File: config.mk
export PLATFORM = sky130hd
export DESIGN_NAME = wb_master_arbiter
export DESIGN_NICKNAME = d
export VERILOG_FILES = /design/src/rtl/wb_master_arbiter_pkg.sv /design/src/rtl/wb_master_arbiter_rr_picker.sv /design/src/rtl/wb_master_arbiter.sv
export SDC_FILE = /design/constraint.sdc
export NUM_CORES = 1
export LEC_CHECK = 0
export ABC_AREA = 1
export BUFFER_PORTS_ARGS = -buffer_cell sky130_fd_sc_hd__clkbuf_2
export CAP_MARGIN = 20
export CORE_AREA = 2 2 108 110
export CTS_CLUSTER_DIAMETER = 120
export DETAILED_ROUTE_END_ITERATION = 16
export DIE_AREA = 0 0 110 112
export HOLD_SLACK_MARGIN = 0.08
export PLACE_DENSITY = 0.61
export SLEW_MARGIN = 20
export SYNTH_ARGS = -nofsm -noshare
export SYNTH_HDL_FRONTEND = slang
export SYNTH_HIERARCHICAL = 1
export SYNTH_SLANG_ARGS = --single-unit
File: constraint.sdc
create_clock -name clk -period 3 [get_ports clk]
set_input_delay 0.15 -clock clk [delete_from_list [all_inputs] [get_ports clk]]
set_output_delay 0.15 -clock clk [all_outputs]
set_load 0.03 [all_outputs]
File: src/rtl/wb_master_arbiter_pkg.sv
// Shared Wishbone widths, arbiter FSM states and watchdog sizing helper.
package wb_master_arbiter_pkg;

  localparam int WB_DW = 32;
  localparam int WB_AW = 32;

  typedef enum logic [1:0] {
    ST_IDLE    = 2'd0,
    ST_GRANT   = 2'd1,
    ST_ERR     = 2'd2,
    ST_RELEASE = 2'd3
  } arb_state_t;

  // Watchdog counter width; a disabled watchdog still gets one (unused) bit.
  function automatic int wd_width(input int timeout_cyc);
    return (timeout_cyc > 0) ? $clog2(timeout_cyc + 1) : 1;
  endfunction

endpackage

File: src/rtl/wb_master_arbiter_rr_picker.sv
// Round-robin picker: first requester strictly after the pointer, wrapping.
module wb_master_arbiter_rr_picker #(
  parameter int N     = 2,
  parameter int PTR_W = 1
) (
  input  logic [N-1:0]     req,
  input  logic [PTR_W-1:0] ptr,
  output logic [N-1:0]     grant,
  output logic [PTR_W-1:0] grant_idx
);

  logic             found;
  logic [PTR_W-1:0] idx;

  // Scan N slots starting one past the pointer; the pointer's own slot is last.
  always_comb begin
    grant     = '0;
    grant_idx = '0;
    found     = 1'b0;
    idx       = '0;
    for (int k = 1; k <= N; k++) begin
      idx = PTR_W'((int'(ptr) + k) % N);
      if (!found && req[idx]) begin
        found      = 1'b1;
        grant[idx] = 1'b1;
        grant_idx  = idx;
      end
    end
  end

endmodule

File: src/rtl/wb_master_arbiter.sv
// Round-robin Wishbone master arbiter with per-transfer stall watchdog.
module wb_master_arbiter
  import wb_master_arbiter_pkg::*;
#(
  parameter int NUM_MASTER  = 2,
  parameter int TIMEOUT_CYC = 255
) (
  input  logic                        clk,
  input  logic                        rst,
  input  logic [NUM_MASTER-1:0]       i_wbm_cyc,
  input  logic [NUM_MASTER-1:0]       i_wbm_stb,
  input  logic [NUM_MASTER-1:0]       i_wbm_we,
  input  logic [WB_AW*NUM_MASTER-1:0] i_wbm_addr,
  input  logic [WB_DW*NUM_MASTER-1:0] i_wbm_data,
  output logic [WB_DW-1:0]            o_wbm_data,
  output logic [NUM_MASTER-1:0]       o_wbm_ack,
  output logic [NUM_MASTER-1:0]       o_wbm_err,
  output logic                        o_wb_cyc,
  output logic                        o_wb_stb,
  output logic                        o_wb_we,
  output logic [WB_AW-1:0]            o_wb_addr,
  output logic [WB_DW-1:0]            o_wb_data,
  input  logic [WB_DW-1:0]            i_wb_data,
  input  logic                        i_wb_ack,
  output logic [NUM_MASTER-1:0]       o_grant
);

  localparam int PTR_W = $clog2(NUM_MASTER);
  localparam int WD_W  = wd_width(TIMEOUT_CYC);
  localparam logic [WD_W-1:0] WD_MAX = WD_W'(TIMEOUT_CYC);

  arb_state_t              state_reg;
  logic [NUM_MASTER-1:0]   grant_reg;
  logic [PTR_W-1:0]        gidx_reg;
  logic [PTR_W-1:0]        ptr_reg;
  logic [WD_W-1:0]         wd_reg;

  logic [NUM_MASTER-1:0]   pick;
  logic [PTR_W-1:0]        pick_idx;
  logic [WB_AW-1:0]        addr_arr [NUM_MASTER];
  logic [WB_DW-1:0]        data_arr [NUM_MASTER];

  logic in_grant;
  logic g_cyc;
  logic g_stb;
  logic g_we;
  logic fwd_ack;
  logic wd_hit;

  for (genvar gi = 0; gi < NUM_MASTER; gi++) begin : g_unpack
    assign addr_arr[gi] = i_wbm_addr[WB_AW*gi +: WB_AW];
    assign data_arr[gi] = i_wbm_data[WB_DW*gi +: WB_DW];
  end

  wb_master_arbiter_rr_picker #(
    .N     (NUM_MASTER),
    .PTR_W (PTR_W)
  ) u_picker (
    .req       (i_wbm_cyc),
    .ptr       (ptr_reg),
    .grant     (pick),
    .grant_idx (pick_idx)
  );

  assign in_grant = (state_reg == ST_GRANT);
  assign g_cyc    = i_wbm_cyc[gidx_reg];
  assign g_stb    = i_wbm_stb[gidx_reg];
  assign g_we     = i_wbm_we[gidx_reg];
  // Ack in the cycle cyc drops belongs to no transfer, so it is dropped.
  assign fwd_ack  = in_grant & g_cyc & g_stb & i_wb_ack;
  // Terminal count is reached this cycle only if the slave still has not acked.
  assign wd_hit   = (TIMEOUT_CYC != 0) && in_grant && g_cyc && g_stb && !i_wb_ack &&
                    ((32'(wd_reg) + 32'd1) == 32'(TIMEOUT_CYC));

  // Downstream port follows the owner only while the transfer is live.
  assign o_wb_cyc   = in_grant & g_cyc;
  assign o_wb_stb   = in_grant & g_cyc & g_stb;
  assign o_wb_we    = in_grant & g_we;
  assign o_wb_addr  = in_grant ? addr_arr[gidx_reg] : '0;
  assign o_wb_data  = in_grant ? data_arr[gidx_reg] : '0;
  assign o_wbm_data = in_grant ? i_wb_data : '0;
  assign o_wbm_ack  = fwd_ack ? grant_reg : '0;
  assign o_wbm_err  = (state_reg == ST_ERR) ? grant_reg : '0;
  assign o_grant    = grant_reg;

  // Arbitration FSM, grant/pointer registers and stall watchdog.
  always_ff @(posedge clk or posedge rst) begin
    if (rst) begin
      state_reg <= ST_IDLE;
      grant_reg <= '0;
      gidx_reg  <= '0;
      ptr_reg   <= PTR_W'(NUM_MASTER - 1);
      wd_reg    <= '0;
    end else begin
      case (state_reg)
        ST_IDLE: begin
          wd_reg <= '0;
          if (|i_wbm_cyc) begin
            grant_reg <= pick;
            gidx_reg  <= pick_idx;
            state_reg <= ST_GRANT;
          end
        end
        ST_GRANT: begin
          if (!g_cyc) begin
            state_reg <= ST_IDLE;
            grant_reg <= '0;
            ptr_reg   <= gidx_reg;
            wd_reg    <= '0;
          end else if (wd_hit) begin
            state_reg <= ST_ERR;
            wd_reg    <= wd_reg + WD_W'(1);
          end else if (!g_stb || i_wb_ack) begin
            wd_reg <= '0;
          end else if ((TIMEOUT_CYC != 0) && (wd_reg != WD_MAX)) begin
            wd_reg <= wd_reg + WD_W'(1);
          end
        end
        ST_ERR: begin
          state_reg <= ST_RELEASE;
          wd_reg    <= '0;
        end
        ST_RELEASE: begin
          if (!g_cyc) begin
            state_reg <= ST_IDLE;
            grant_reg <= '0;
            ptr_reg   <= gidx_reg;
          end
        end
        default: state_reg <= ST_IDLE;
      endcase
    end
  end

endmodule

==> impl_metrics.tcl, run 1 <==
set metrics [dict create \
    status "finished clean" \
    cellPowerDensity_mw_per_mm2 937 \
    final.hold.worst_slack_ns 0.244 \
    seq_power_share_pct 8.2 \
    fillCellCount 1247 \
    grt_overall_usage_pct 14.5 \
    critical_path_class "reg2out" \
    clkTransAtPathRegs_ns 0.05 \
    initial_antenna_violation_count 0 \
    synth.cell_area_mm2 0.00210 \
    grt_most_used_layer "met2" \
    dpl.cell_count 819 \
    port-buffer-count 273 \
    grt_use_met1_pct 17.9 \
    syn-mean-instance-area_um2 4.95 \
    slew_violations 0 \
    report.final.setup_viol 0 \
    power.static_leakage_nw 2.29 \
    dp_hpwl_um 7980 \
    drt-wirelength-per-cell_um 11.7 \
    placer_congestion_estimate 0.857 \
    synth.yosys.seq_area_share_pct 16.7 \
    post_drt_via_cell_ratio 4.16 \
    internal_power_mw 1.16 \
    power_frac_clock_pct 8.2 \
    gr-total-overflow 0 \
    clock_latency_on_the_worst_skew_pair_ns 0.25 \
    setup.worst_path.end_class "output pin" \
    rsz0062_at_grt "false" \
    std_cell_rows 39 \
    chipHeight_um 112 \
    stdcell_area_mm2 0.00367 \
    grt_start_max_net_pins 67 \
    final_hold_viol_count 0 \
    drv.max_cap_violation_count 0 \
    dr.pass1.iters 4 \
    via_count 3424 \
    critPathMaxFanout 66 \
    total_switching_power_mw 2.28 \
    cts.htree.levels 1 \
    drtAntennaViolNets 0 \
    first_global_vias 3062 \
    synth_cell_type_count 24 \
    worst_hold_path.num_cells 4 \
    cp.arrival_ns 1.98 \
    worst_setup_path_start_kind "flop" \
    num-nets-final 853 \
    ir_worst_vdd_mv 0.401 \
    cts-root-buf "sky130_fd_sc_hd__clkbuf_16" \
    placement.cell_area_mm2 0.00357 \
    floorplan.core_area_mm2 0.0112 \
    pin_count 274 \
    number_of_flip_flops_in_the_largest_register 8 \
    syn-num-nets 595 \
    setup_tns_ns 0 \
    tritoncts_clock_tree "built" \
    met3_track_usage_gr_pct 2.58 \
    cts.sink_count 14 \
    detailedRoute.firstIterationViolations 168 \
    grt_first_pass_wirelength_um 14400 \
    path_class_of_the_lowest_slack_min_delay_path "in2reg" \
    min_period_over_period_pct 71.0 \
    worstPathRequired_ns 2.85 \
    post_synth_inst_count 424 \
    n_antenna_cell 0 \
    grtUsageMet2_pct 25.8 \
    utilization_pct 32.9 \
    post_layout_minimum_cycle_time_ns 2.13 \
    power.share.combinational_pct 83.6 \
    synthesis.yosys.warnings 6 \
    sum_of_routed_wire_length_over_all_layers_um 9680 \
    clock_skew_ns 0.000900 \
    dieArea_mm2 0.0123 \
    worstRegToRegCells 10 \
    fraction_of_layout_cells_with_a_size_suffix_above_1_pct 43.0 \
    cts_made_buffers 3 \
    remaining_drc_errors 0 \
    cts_buffer_depth 2 \
    power.share.switching_pct 66.3 \
    floorplan.die.width_um 110 \
    area_overhead_of_the_layout_relative_to_synthesis_pct 74.9 \
    clock.fmax_ghz 0.470 \
    finalNonFillerCells 824 \
    worst_slew_margin_rel_pct 54.0 \
    floorplan.initialDensity_pct 18.8 \
    timing_worst_slew_pin_value_ns 0.690 \
    synth_seq_cells 14 \
]
==> cells in the final DEF (no fill, tap or decap) <==
master | Yosys | routed
sky130_fd_sc_hd__dlygate4sd3_1 | 0 | 1
sky130_fd_sc_hd__nand4_1 | 3 | 3
sky130_fd_sc_hd__inv_4 | 1 | 1
sky130_fd_sc_hd__and3_1 | 1 | 1
sky130_fd_sc_hd__nand2_4 | 1 | 2
sky130_fd_sc_hd__inv_1 | 51 | 51
sky130_fd_sc_hd__nand2_2 | 4 | 3
sky130_fd_sc_hd__nor2_1 | 48 | 48
sky130_fd_sc_hd__o21ai_0 | 7 | 7
sky130_fd_sc_hd__o21ai_1 | 6 | 6
sky130_fd_sc_hd__dfstp_2 | 1 | 1
sky130_fd_sc_hd__inv_2 | 2 | 2
sky130_fd_sc_hd__nor2_4 | 1 | 1
sky130_fd_sc_hd__clkbuf_2 | 0 | 273
sky130_fd_sc_hd__nor3_1 | 2 | 2
sky130_fd_sc_hd__clkbuf_8 | 0 | 1
sky130_fd_sc_hd__nand3_1 | 10 | 10
sky130_fd_sc_hd__o22ai_2 | 1 | 1
sky130_fd_sc_hd__nand2_1 | 172 | 172
sky130_fd_sc_hd__ha_1 | 2 | 2
sky130_fd_sc_hd__buf_4 | 0 | 4
sky130_fd_sc_hd__clkbuf_16 | 0 | 3
sky130_fd_sc_hd__dfrtp_1 | 13 | 12
sky130_fd_sc_hd__o21bai_1 | 2 | 2
sky130_fd_sc_hd__dfrtp_2 | 0 | 1
sky130_fd_sc_hd__o31ai_1 | 2 | 2
sky130_fd_sc_hd__a21oi_1 | 69 | 69
==> routing by layer <==
metal	share of wire (%)	routed length (um)
met4	1.3	123
met2	49	4770
met1	41	3930
met5	0	0
met3	8.9	861
==> cell type report <==
class	instances	area [um2]	area share, %
multi-input cells	331	1440	39.2
repair buffers	278	1410	38.3
flip-flops and latches	14	353	9.60
inverters	54	205	5.59
well taps	143	179	4.87
clock buffers	4	88.8	2.42
==> critical path, cell delays in order, from the launching register on <==
cell and delay, ns:
sky130_fd_sc_hd__dfrtp_2 0.49, sky130_fd_sc_hd__inv_2 0.09, sky130_fd_sc_hd__buf_4 0.52, sky130_fd_sc_hd__nand2_1 0.11, sky130_fd_sc_hd__a21oi_1 0.20, sky130_fd_sc_hd__clkbuf_2 0.26
==> repair_timing <==
action / CTS / global route
setup buffers: 0 / 0
hold buffers: 1 / 0
hold endpoints to repair: 13 / 0
resized for setup: 0 / 0
==> cell usage after synthesis (all sizes together) <==
cell / n / share of area, %
nand2: 177 / 32
a21oi: 69 / 16
inv: 54 / 9.8
nor2: 49 / 9.1
buf: 14 / 3.2
dfrtp: 13 / 15
o21ai: 13 / 3.1
clkbuf: 11 / 2.0
nand3: 10 / 2.4
nand4: 3 / 0.89
ha: 2 / 1.2
nor3: 2 / 0.48
o21bai: 2 / 0.71
o31ai: 2 / 0.71
and3: 1 / 0.30
dfstp: 1 / 1.3
o22ai: 1 / 0.60
==> logic make-up after synthesis <==
| family | after synthesis | share of synthesized area (%) |
|---|---|---|
| fa+ha+maj | 2 | 1.19 |
| buf+inv | 79 | 14.9 |
| flops | 14 | 16.7 |
| simple gates | 242 | 45.6 |
| compound gates | 87 | 21.6 |
==> power by group through the flow <==
stage | clock, mW | sequential, mW | combinational, mW
after floorplan | 0 | 0.277 | 2.07
after global placement | 0 | 0.284 | 2.92
after detailed placement | 0 | 0.286 | 2.92
after CTS | 0.286 | 0.284 | 2.93
after global routing | 0.297 | 0.292 | 3.14
final | 0.283 | 0.283 | 2.88
==> stage by stage <==
| stage | total power, mW | worst slack, ns |
|---|---|---|
| after floorplan | 2.35 | 0.884 |
| final | 3.44 | 0.870 |
| after global routing | 3.73 | 0.688 |
| after CTS | 3.50 | 0.829 |
| after global placement | 3.20 | 1.14 |
| after detailed placement | 3.21 | 1.09 |
==> worst paths after layout <==
check | from | endpoint | slack (ns)
worst max-delay path | gidx_reg | o_wb_data[31] | 0.87
worst min-delay path | i_wbm_cyc[1] | ptr_reg | 0.24
worst max register to register | flop | wd_reg[4] | 1.36
worst min register to register | wd_reg[7] | wd_reg[7] | 0.51
max in group asynchronous | rst | gidx_reg | 2.10
min in group asynchronous | rst | wd_reg[2] | 0.49
No activity file was read; power rests on OpenSTA's default activity.
==> inputs of run 2 (changes only) <==
--- a/config.mk
+++ b/config.mk
@@ -8,12 +8,12 @@
 export ABC_AREA = 1
 export BUFFER_PORTS_ARGS = -buffer_cell sky130_fd_sc_hd__clkbuf_2
 export CAP_MARGIN = 20
-export CORE_AREA = 2 2 108 110
+export CORE_AREA = 2 2 105 107
 export CTS_CLUSTER_DIAMETER = 120
 export DETAILED_ROUTE_END_ITERATION = 16
-export DIE_AREA = 0 0 110 112
+export DIE_AREA = 0 0 107 109
 export HOLD_SLACK_MARGIN = 0.08
-export PLACE_DENSITY = 0.61
+export PLACE_DENSITY = 0.65
 export SLEW_MARGIN = 20
 export SYNTH_ARGS = -nofsm -noshare
 export SYNTH_HDL_FRONTEND = slang
==> constraint.sdc (replaced) <==
create_clock -name clk -period 1.82 [get_ports clk]
set_input_delay 0.091 -clock clk [delete_from_list [all_inputs] [get_ports clk]]
set_output_delay 0.091 -clock clk [all_outputs]
set_load 0.03 [all_outputs]
==> impl_metrics.tcl, run 2 (same netlist as run 1, synthesis figures left out) <==
set metrics [dict create \
    final_cell_mix "272 x sky130_fd_sc_hd__clkbuf_2, 172 x sky130_fd_sc_hd__nand2_1, 69 x sky130_fd_sc_hd__a21oi_1" \
    finalNonFillerCells 825 \
    worst_setup_path_startpoint "gidx_reg" \
    clkTransAtPathRegs_ns 0.06 \
    cellPowerDensity_mw_per_mm2 1560 \
    top_signal_layer_used "met4" \
    cts.sink_count 14 \
    worstRegToRegCells 11 \
    power.share.switching_pct 68.1 \
    placement.cell_area_mm2 0.00363 \
    power.static_leakage_nw 2.30 \
    clock.fmax_ghz 0.598 \
    sum_of_routed_wire_length_over_all_layers_um 11400 \
    worstPathRequired_ns 1.73 \
    cts_buffer_depth 2 \
    path_class_of_the_lowest_slack_min_delay_path "in2reg" \
    final_hold_viol_count 0 \
    seq_power_share_pct 7.7 \
    cts.htree.levels 1 \
    dp_hpwl_um 9800 \
    r2r-start "wd_reg[0]" \
    timing.rr.end "state_reg[0]" \
    clock_latency_on_the_worst_skew_pair_ns 0.25 \
    rsz0062_at_grt "false" \
    chipHeight_um 109 \
    drtAntennaViolNets 0 \
    number_of_flip_flops_in_the_largest_register 8 \
    report.final.setup_viol 0 \
    initial_antenna_violation_count 0 \
    internal_power_mw 1.84 \
    placer_congestion_estimate 0.790 \
    fraction_of_layout_cells_with_a_size_suffix_above_1_pct 43.4 \
    setup_tns_ns 0 \
    post_layout_minimum_cycle_time_ns 1.67 \
    total_switching_power_mw 3.93 \
    tritoncts_clock_tree "built" \
    timing_worst_slew_pin_value_ns 0.556 \
    met2_wirelength_um 6240 \
    grt_start_max_net_pins 62 \
    grt_first_pass_wirelength_um 16000 \
    critical_path_class "reg2out" \
    cts_made_buffers 3 \
    floorplan.initialDensity_pct 19.8 \
    worst_setup_path_start_kind "flop" \
    worst-r2r-setup-slack_ns 0.25 \
    drt-wirelength-per-cell_um 13.8 \
    ir_worst_vdd_mv 0.887 \
    status "finished clean" \
    setup.worst_path.end_class "output pin" \
    remaining_drc_errors 0 \
    clock_skew_ns 0.00462 \
    stdcell_area_mm2 0.00369 \
    port-buffer-count 273 \
    dpl.cell_count 820 \
    utilization_pct 34.8 \
    min-delay-start "i_wbm_cyc[1]" \
    via_count 3496 \
    critPathMaxFanout 25 \
    worst_slew_margin_rel_pct 62.9 \
    cp.arrival_ns 1.58 \
    drv.max_cap_violation_count 0 \
    floorplan.core_area_mm2 0.0106 \
    worst_setup_path_endpoint "o_wb_addr[12]" \
    met3_wirelength_um 719 \
    power_frac_clock_pct 4.7 \
    slew_violations 0 \
    n_antenna_cell 0 \
    min_period_over_period_pct 91.8 \
    std_cell_rows 38 \
    pin_count 274 \
    grt_overall_usage_pct 18.0 \
    area_overhead_of_the_layout_relative_to_synthesis_pct 75.8 \
    floorplan.die.width_um 107 \
    final.hold.worst_slack_ns 0.159 \
    first_global_vias 2862 \
    dieArea_mm2 0.0117 \
    num-nets-final 857 \
    cts-root-buf "sky130_fd_sc_hd__clkbuf_8" \
    detailedRoute.firstIterationViolations 219 \
    layout.cells.most_common "sky130_fd_sc_hd__clkbuf_2" \
    power.share.combinational_pct 87.6 \
    gr-total-overflow 0 \
    dr.pass1.iters 4 \
    post_drt_via_cell_ratio 4.24 \
    wl_met1_um 4410 \
]
-- run 2: cell count changes in the layout (fill, tap and decap cells not counted), sizes merged --
cell	previous run	this run
buf	4	9
clkbuf	277	276
-- run 2: what timing repair did --
action	4_1_cts	5_1_grt
gates resized for setup	0	3
setup buffers	0	0
setup endpoints to repair	0	6
hold endpoints to repair	13	0
hold buffers	1	0
-- run 2: routing by layer --
metal | global-route usage [%] | up-vias
li1 | - | 1833
met5 | 0 | -
met2 | 34.4 | 154
met3 | 2.15 | 4
met1 | 22.3 | 1505
met4 | 1.67 | 0
-- run 2: worst min path at each step --
stage	to	slack [ns]	depth (start not counted)
floorplan	asynchronous set/reset pin	-0.02	1
global placement	wd_reg[6]	0.16	2
detailed placement	o_grant[1]	0.16	2
CTS	ptr_reg	0.15	4
global route	ptr_reg	0.17	4
finish	ptr_reg	0.16	4
-- run 2: through the flow --
stage | power [mW] | setup slack (ns)
after detailed placement | 5.57 | 0.299
after global routing | 6.22 | 0.0155
after floorplan | 3.87 | 0.0568
final | 5.77 | 0.149
after CTS | 5.86 | 0.0788
after global placement | 5.58 | 0.305
-- run 2: area by class of cell --
class                   count  area [um2]
multi-input cells         331        1450
flip-flops and latches     14         353
clock buffers               4        45.0
fillers                  1256        6910
repair buffers            282        1470
well taps                 140         175
inverters                  54         205
-- run 2: worst max-delay path: stages (launching register included) --
cell,delay [ns]
sky130_fd_sc_hd__dfrtp_2,0.44
sky130_fd_sc_hd__inv_2,0.12
sky130_fd_sc_hd__buf_6,0.23
sky130_fd_sc_hd__nand2_1,0.08
sky130_fd_sc_hd__a21oi_1,0.20
sky130_fd_sc_hd__clkbuf_2,0.25
-- run 2: power groups by stage --
stage / Clock [mW] / Combinational (mW) / Sequential, mW
global placement: 0 / 5.13 / 0.444
CTS: 0.283 / 5.14 / 0.442
detailed placement: 0 / 5.13 / 0.448
global route: 0.296 / 5.47 / 0.454
floorplan: 0 / 3.42 / 0.456
finish: 0.272 / 5.06 / 0.443
==> inputs of run 3 (changes only) <==
==> constraint.sdc (replaced) <==
create_clock -name clk -period 1.4 [get_ports clk]
set_input_delay 0.07 -clock clk [delete_from_list [all_inputs] [get_ports clk]]
set_output_delay 0.07 -clock clk [all_outputs]
set_load 0.03 [all_outputs]
==> impl_metrics.tcl, run 3 (same netlist as run 1, synthesis figures left out) <==
set metrics [dict create \
    status "complete, but fails checks" \
    failed_checks "negative setup slack" \
    cp.arrival_ns 1.57 \
    cts_made_buffers 3 \
    drtAntennaViolNets 0 \
    report.final.setup_viol 111 \
    post_layout_minimum_cycle_time_ns 1.64 \
    floorplan.core_area_mm2 0.0106 \
    worst_setup_path_start_kind "flop" \
    placement.cell_area_mm2 0.00430 \
    cts_buffer_depth 2 \
    rsz0062_at_grt "true" \
    floorplan.die.width_um 107 \
    grt_first_pass_wirelength_um 19700 \
    ir_worst_vdd_mv 1.30 \
    clock_skew_ns 0.000647 \
    pre_cts_slack_ns -0.0728 \
    multi_input_comb_area_mm2 0.00261 \
    drt-wirelength-per-cell_um 18.6 \
    worstPathRequired_ns 1.33 \
    pin_count 274 \
    tritoncts_clock_tree "built" \
    placer_congestion_estimate 0.804 \
    fraction_of_layout_cells_with_a_size_suffix_above_1_pct 72.1 \
    sum_of_routed_wire_length_over_all_layers_um 16700 \
    area.sequential_um2 355 \
    final_cell_mix "170 x sky130_fd_sc_hd__clkbuf_2, 123 x sky130_fd_sc_hd__nand2_1, 46 x sky130_fd_sc_hd__inv_1" \
    dr.pass1.iters 4 \
    grt_start_max_net_pins 36 \
    clock_latency_on_the_worst_skew_pair_ns 0.25 \
    power.static_leakage_nw 3.42 \
    setup.worst_path.end_class "output pin" \
    min_period_over_period_pct 117 \
    cts.htree.levels 1 \
    std_cell_rows 38 \
    area_overhead_of_the_layout_relative_to_synthesis_pct 232 \
    chipHeight_um 109 \
    number_of_flip_flops_in_the_largest_register 8 \
    remaining_drc_errors 0 \
    drv.max_cap_violation_count 0 \
    cellPowerDensity_mw_per_mm2 2260 \
    stdcell_area_mm2 0.00697 \
    dp_hpwl_um 9330 \
    gr-total-overflow 0 \
    worst_slew_margin_rel_pct 61.6 \
    num-nets-final 928 \
    path_class_of_the_lowest_slack_min_delay_path "in2reg" \
    grt_overall_usage_pct 21.7 \
    cts.sink_count 14 \
    first_global_vias 3770 \
    fillCellCount 854 \
    clkTransAtPathRegs_ns 0.06 \
    timing_worst_slew_pin_value_ns 0.576 \
    fin_ws_ns -0.243 \
    clock.fmax_ghz 0.609 \
    cts-root-buf "sky130_fd_sc_hd__clkbuf_8" \
    detailedRoute.firstIterationViolations 207 \
    post_drt_via_cell_ratio 4.70 \
    port-buffer-count 273 \
    initial_antenna_violation_count 1 \
    critPathMaxFanout 5 \
    dieArea_mm2 0.0117 \
    layout.cells.most_common "sky130_fd_sc_hd__clkbuf_2" \
    floorplan.initialDensity_pct 19.8 \
    slew_violations 0 \
    final_hold_viol_count 0 \
    critical_path_class "reg2out" \
    via_count 4220 \
]
-- run 3: cell count changes in the layout (fill, tap and decap cells not counted), sizes merged --
cell | previous run | this run
buf | 9 | 134
clkinv | 0 | 1
clkbuf | 276 | 221
inv | 54 | 53
nand2 | 177 | 178
diode | 0 | 1
-- run 3: power by group --
part	switching, mW	internal [mW]	leakage, nW	total [mW]
logic	7.69	7.00	3.21	14.7
registers	0.127	0.493	0.182	0.620
clock network	0.166	0.250	0.0288	0.415
total	7.98	7.74	3.42	15.7
-- run 3: through the flow --
stage               setup TNS (ns)  cells  total power, mW  util (%)  hold WS [ns]
floorplan                    -2.41    424             6.03         -       -0.0415
global placement           -0.0456    843             8.55      40.5         0.138
detailed placement          -0.334    843             8.54      40.5         0.144
CTS                         -14.65    874             12.8      55.3         0.129
global route                -23.23    896             16.3      65.7         0.162
finish                      -17.93    897             15.7      65.7         0.146
-- run 3: per-layer routing --
metal | vias to the layer above | part of all wire, % | track usage (%)
li1 | 1994 | - | -
met5 | - | 0.078 | 0
met1 | 1972 | 38 | 26.4
met2 | 210 | 52 | 38.9
met4 | 2 | 2.9 | 5.57
met3 | 42 | 7.3 | 4.48
-- run 3: worst max-delay path: stages (launching register included) --
cell and delay, ns:
sky130_fd_sc_hd__dfrtp_2 0.46, sky130_fd_sc_hd__clkinv_4 0.09, sky130_fd_sc_hd__buf_12 0.11, sky130_fd_sc_hd__buf_12 0.13, sky130_fd_sc_hd__buf_16 0.15, sky130_fd_sc_hd__nand2_4 0.06, sky130_fd_sc_hd__a21oi_4 0.17, sky130_fd_sc_hd__buf_8 0.15
-- run 3: timing repair --
item | in CTS | in global routing
pin swaps | 9 | 36
hold buffers | 1 | 0
setup buffers | 15 | 12
gates cloned | 12 | 13
gates resized for setup | 274 | 237
setup endpoints to repair | 115 | 115
hold endpoints to repair | 13 | 0
-- run 3: path summary, 6_finish.rpt --
path	from	to	slack, ns	cells after the start
setup / recovery	gidx_reg	o_wb_addr[19]	-0.24	7
hold / removal	i_wbm_cyc[1]	ptr_reg	0.15	4
setup reg to reg	state_reg[0]	wd_reg[1]	-0.16	10
hold reg to reg	wd_reg[7]	wd_reg[7]	0.54	2
max in group asynchronous	rst	gidx_reg	0.59	3
min in group asynchronous	rst	wd_reg[4]	0.40	3
-- run 3: layout make-up --
type | count | area share [%]
Antenna cell | 1 | 0.0359
Sequential cell | 14 | 5.10
Clock buffer | 4 | 0.790
Timing Repair Buffer | 352 | 50.8
Inverter | 54 | 3.23
Multi-Input combinational cell | 332 | 37.5
Tap cell | 140 | 2.51
